--- config.mk ---
export PLATFORM = sky130hd
export DESIGN_NAME = regfile_wb_arbiter
export DESIGN_NICKNAME = d
export VERILOG_FILES = /design/src/rtl/regfile_wb_arbiter.sv
export SDC_FILE = /design/constraint.sdc
export NUM_CORES = 1
export LEC_CHECK = 0
export BUFFER_PORTS_ARGS = -buffer_cell sky130_fd_sc_hd__buf_2
export CORE_MARGIN = 4
export CORE_UTILIZATION = 49
export DETAILED_ROUTE_END_ITERATION = 12
export PLACE_DENSITY = 0.86
export SYNTH_ARGS = -nofsm -noshare
export SYNTH_HDL_FRONTEND = slang
export SYNTH_SLANG_ARGS = --single-unit
--- constraint.sdc ---
create_clock -name clk -period 2.3 [get_ports clk]
set_input_delay 0.115 -clock clk [delete_from_list [all_inputs] [get_ports clk]]
set_output_delay 0.115 -clock clk [all_outputs]
set_load 0.02 [all_outputs]
--- src/rtl/regfile_wb_arbiter.sv ---
// Register-file write-back arbiter (ALU vs load unit) with pending-write scoreboard.
// Define RR_ARB_EN for round-robin arbitration; otherwise the load unit has fixed priority.
module regfile_wb_arbiter #(
  parameter int XLEN = 32
) (
  input  logic            clk,
  input  logic            rst,
  input  logic            alu_valid,
  input  logic [4:0]      alu_rd,
  input  logic [XLEN-1:0] alu_data,
  output logic            alu_ready,
  input  logic            lsu_valid,
  input  logic [4:0]      lsu_rd,
  input  logic [XLEN-1:0] lsu_data,
  output logic            lsu_ready,
  input  logic            issue_valid,
  input  logic [4:0]      issue_rd,
  input  logic [4:0]      rs1_enc,
  input  logic [4:0]      rs2_enc,
  output logic            hazard,
  output logic            write_enable,
  output logic [4:0]      reg_enc_write,
  output logic [XLEN-1:0] reg_w,
  output logic [31:0]     busy
);

  typedef enum logic {
    GRANT_ALU = 1'b0,
    GRANT_LSU = 1'b1
  } grant_e;

  grant_e          last_grant_q, last_grant_d;
  logic            we_q, we_d;
  logic [4:0]      wa_q, wa_d;
  logic [XLEN-1:0] wd_q, wd_d;
  logic [31:0]     busy_q, busy_d;

  logic            alu_sel_s;
  logic            lsu_sel_s;
  logic            xfer_s;
  logic [4:0]      sel_rd_s;
  logic [XLEN-1:0] sel_data_s;
  logic            hazard_s;
  logic            set_s;

  // Arbitration between the two write-back requesters
  always_comb begin
    alu_sel_s = 1'b0;
    lsu_sel_s = 1'b0;
    if (alu_valid && lsu_valid) begin
`ifdef RR_ARB_EN
      if (last_grant_q == GRANT_ALU) begin
        lsu_sel_s = 1'b1;
      end else begin
        alu_sel_s = 1'b1;
      end
`else
      lsu_sel_s = 1'b1;
`endif
    end else if (alu_valid) begin
      alu_sel_s = 1'b1;
    end else if (lsu_valid) begin
      lsu_sel_s = 1'b1;
    end else begin
      alu_sel_s = 1'b0;
      lsu_sel_s = 1'b0;
    end
  end

  assign xfer_s = alu_sel_s | lsu_sel_s;

  // Select the granted request's destination and data
  always_comb begin
    case ({lsu_sel_s, alu_sel_s})
      2'b01:   begin sel_rd_s = alu_rd; sel_data_s = alu_data; end
      2'b10:   begin sel_rd_s = lsu_rd; sel_data_s = lsu_data; end
      default: begin sel_rd_s = 5'd0;   sel_data_s = {XLEN{1'b0}}; end
    endcase
  end

  // busy_q[0] is never set, so x0 cannot raise a hazard
  assign hazard_s = busy_q[rs1_enc] | busy_q[rs2_enc] | (issue_valid & busy_q[issue_rd]);
  assign set_s    = issue_valid & (issue_rd != 5'd0) & ~hazard_s;

  // Next-state for write port, arbiter memory and scoreboard
  always_comb begin
    we_d         = xfer_s & (sel_rd_s != 5'd0);
    last_grant_d = last_grant_q;
    busy_d       = busy_q;
    if (xfer_s) begin
      wa_d         = sel_rd_s;
      wd_d         = sel_data_s;
      last_grant_d = lsu_sel_s ? GRANT_LSU : GRANT_ALU;
    end else begin
      wa_d = wa_q;
      wd_d = wd_q;
    end
    if (we_q) begin
      busy_d[wa_q] = 1'b0;
    end else begin
      busy_d = busy_d;
    end
    // Set after clear so an issue to the register being written back wins
    if (set_s) begin
      busy_d[issue_rd] = 1'b1;
    end else begin
      busy_d = busy_d;
    end
    busy_d[0] = 1'b0;
  end

  // State registers with asynchronous active-low reset
  always_ff @(posedge clk or negedge rst) begin
    if (!rst) begin
      last_grant_q <= GRANT_ALU;
      we_q         <= 1'b0;
      wa_q         <= 5'd0;
      wd_q         <= {XLEN{1'b0}};
      busy_q       <= 32'd0;
    end else begin
      last_grant_q <= last_grant_d;
      we_q         <= we_d;
      wa_q         <= wa_d;
      wd_q         <= wd_d;
      busy_q       <= busy_d;
    end
  end

  assign alu_ready     = alu_sel_s;
  assign lsu_ready     = lsu_sel_s;
  assign hazard        = hazard_s;
  assign write_enable  = we_q;
  assign reg_enc_write = wa_q;
  assign reg_w         = wd_q;
  assign busy          = busy_q;

endmodule
==> impl_metrics.ini <==
[run_status]
status = finished with violations
violations = setup timing

[final_layout]
n_fill_cell = 562
utilization = 0.722
drive_above_1_share = 0.433
diodes = 0
stdcell_count = 729
syn2layout_area_growth_pct = 42.8
final_nets = 713

[floorplanning]
start_util = 0.506
ios = 167
die_h_um = 100
core_mm2 = 0.00822
dieArea_mm2 = 0.0100
die_w_um = 100
row_count = 33

[timing]
period_needed_ns = 2.40
relSlewSlack = 0.403
tightest_slew_ns = 0.888
max_freq_ghz = 0.417
totalNegativeSetupSlack_ns = -0.676
rsz0062_at_grt = true
skew_ns = 0.00698
hold_ws_ns = 0.00185
worst_slack_ns = -0.0972
drv_slew = 0
setup_violations = 18
hold_violations = 0
finalCritPeriodShare = 1.04

[cts]
cts_tree = built
clkTransAtPathRegs_ns = 0.08
numCtsBuffers = 9
clock_latency_ns = 0.34
cts_root_buffer = clkbuf_8
h-tree-depth = 3
cts_max_path_buffers = 2
clock-sinks = 69

[setup_path]
reg2reg_slack_ns = -0.1
critPathCaptureType = flop
r2r_end = busy[16]$_DFF_PN0_
path_common_cell = buf_4
required_ns = 2.52
path_class = reg -> reg
path_buf_inv = 2
cpMaxStageDelayCell = mux4_2
r2r-start = busy[17]$_DFF_PN0_
critical-path-top-delay-family = compound AO/OA/AOI/OAI gates
worstPathMaxFanout = 10
cp-endpoint = busy[16]$_DFF_PN0_
slowest_delay_ns = 0.46
rr_worst_depth = 8
setup.worst_path.start = busy[17]$_DFF_PN0_
cp.arrival_ns = 2.62
crit_chain = mux4_2, or3b_1, o2111ai_1, o31a_2, nand3_4, buf_4, buf_4, o41ai_2
cp_num_cells = 8
start_kind = flop

[drt]
viasPerCell = 6.16
drt_iter0_drc = 376
drtAntennaViolNets = 0
firstDrtPassIters = 6
wl_per_cell_um = 21.5
finalWirelength_mm = 15.7
num_vias = 4492
drc = 0

[logic_synthesis]
ys_ff_latch = 69
synth_ff_type = dfrtp_1
synth_area_leaders = dfrtp_1 42%, mux2i_1 12%, o21ai_0 9.3%
async_flop_share = 1.00
synth_common_cells = 77 x o21ai_0, 69 x dfrtp_1, 57 x nand2_1
syn_area_per_cell_um2 = 10.3
netlist-cell-type-count = 55
synth_fp_nets = 499
synth_enable_flop_cells = 0
synth_top_area_frac = 0.415
yosysWarnings = 0
synthesis.area_mm2 = 0.00416
ys_seq_area_frac = 0.415
netlist_instances = 405
yosysMostFrequentCell = o21ai_0
yosysTopAreaCell = dfrtp_1

[job]
maxCapViolCount = 0

[power_and_ir_drop]
ir_worst_vdd_uv = 513
power_density_mw_per_mm2 = 940
p_leak_nw = 2.83

[place]
gp_congestion = 0.966
hpwl_mm = 10.7
dp.cells = 681
numPortBuffers = 165

[worst_hold_path]
worstHoldPathType = in -> reg
hold_depth = 3

[grt]
antenna_found_initial = 0
grt_overflow = 0
grt_max_degree = 44
grt_pass1_vias = 4657
grtUsageTotal = 0.308
grt_pass1_wl_mm = 24.1
[worst register-to-register path: cells and delay by family, from the launching register on]
| family | cells | cell delay, ns |
|---|---|---|
| muxes | 1 | 0.46 |
| buffers and inverters | 2 | 0.36 |
| and+or+nand+nor | 2 | 0.44 |
| DFF | 1 | 0.41 |
| AOI/OAI and AO/OA | 3 | 0.61 |
[kinds of logic after synthesis]
family | Yosys count | synth area share
DFF | 69 | 0.415
other | 1 | 0.000902
buffers and inverters | 34 | 0.0436
muxes | 71 | 0.214
AOI/OAI and AO/OA | 125 | 0.191
and+or+nand+nor | 105 | 0.134
[layout by cell type, fill, tap and decap left out, drive strengths merged, types with 2 or more instances in the layout]
cell,count
a2111oi,2
a221o,2
a221oi,3
a22oi,2
and3b,3
buf,210
bufinv,4
clkbuf,10
clkinv,2
dfrtp,69
dlygate4sd3,24
inv,3
mux2,10
mux2i,50
mux4,11
nand2,57
nand3,8
nand3b,7
nand4,3
nor2,2
nor2b,5
nor3b,2
o21ai,87
o22ai,3
o31ai,4
o41ai,12
or2b,2
or3b,6
or4,2
[report_power, final]
part	internal, mW	leakage [nW]	switching (mW)
clock network	0.860	0.136	0.474
logic	1.11	1.87	1.35
registers	1.50	0.825	0.292
total	3.47	2.83	2.11
[how the worst min path moves through the flow]
stage	startpoint	end	slack, ns
6_report	lsu_data[15]	reg_w[15]$_DFFE_PN0P_	0.002
5_1_grt	lsu_data[15]	reg_w[15]$_DFFE_PN0P_	0.001
4_1_cts	lsu_data[15]	reg_w[15]$_DFFE_PN0P_	0.00009
3_5_place_dp	rst	busy[12]$_DFF_PN0_	0.18
3_3_place_gp	rst	busy[12]$_DFF_PN0_	0.18
2_1_floorplan	rst	busy[10]$_DFF_PN0_	-0.18
[flip-flops by register name, summed over array words and instances, names as in the netlist]
register	flops
busy	31
reg_w	32
reg_enc_write	5
write_enable	1
[metal layers]
metal	share of wire	global-route usage
met3	0.12	0.0924
met2	0.49	0.506
met5	0	0
met1	0.35	0.365
met4	0.048	0.158
[per-stage QoR]
stage	setup WS [ns]	instance area [um2]	power (mW)
after global routing	-0.162	5930	5.82
after detailed placement	-0.120	5260	3.96
after floorplan	0.119	4160	2.92
after global placement	-0.0483	5260	3.88
after CTS	-0.107	5850	5.42
final	-0.0972	5930	5.58
[timing repair]
item | 4_1_cts | 5_1_grt
buffers inserted | 6 | 2
endpoints found under the setup margin | 22 | 31
endpoints found under the hold margin | 51 | 0
hold buffers | 24 | 0
resized for setup | 8 | 14
pin swaps | 5 | 5
[cell type report]
class	count	area, um2	share of cell area
multi-input cells	302	2330	0.393
flip-flops and latches	69	1730	0.291
repair buffers	234	1460	0.246
clock buffers	10	138	0.0232
clock inverters	6	134	0.0226
well taps	105	131	0.0221
inverters	3	11.3	0.00190
Power figures use the tool's default switching activity.
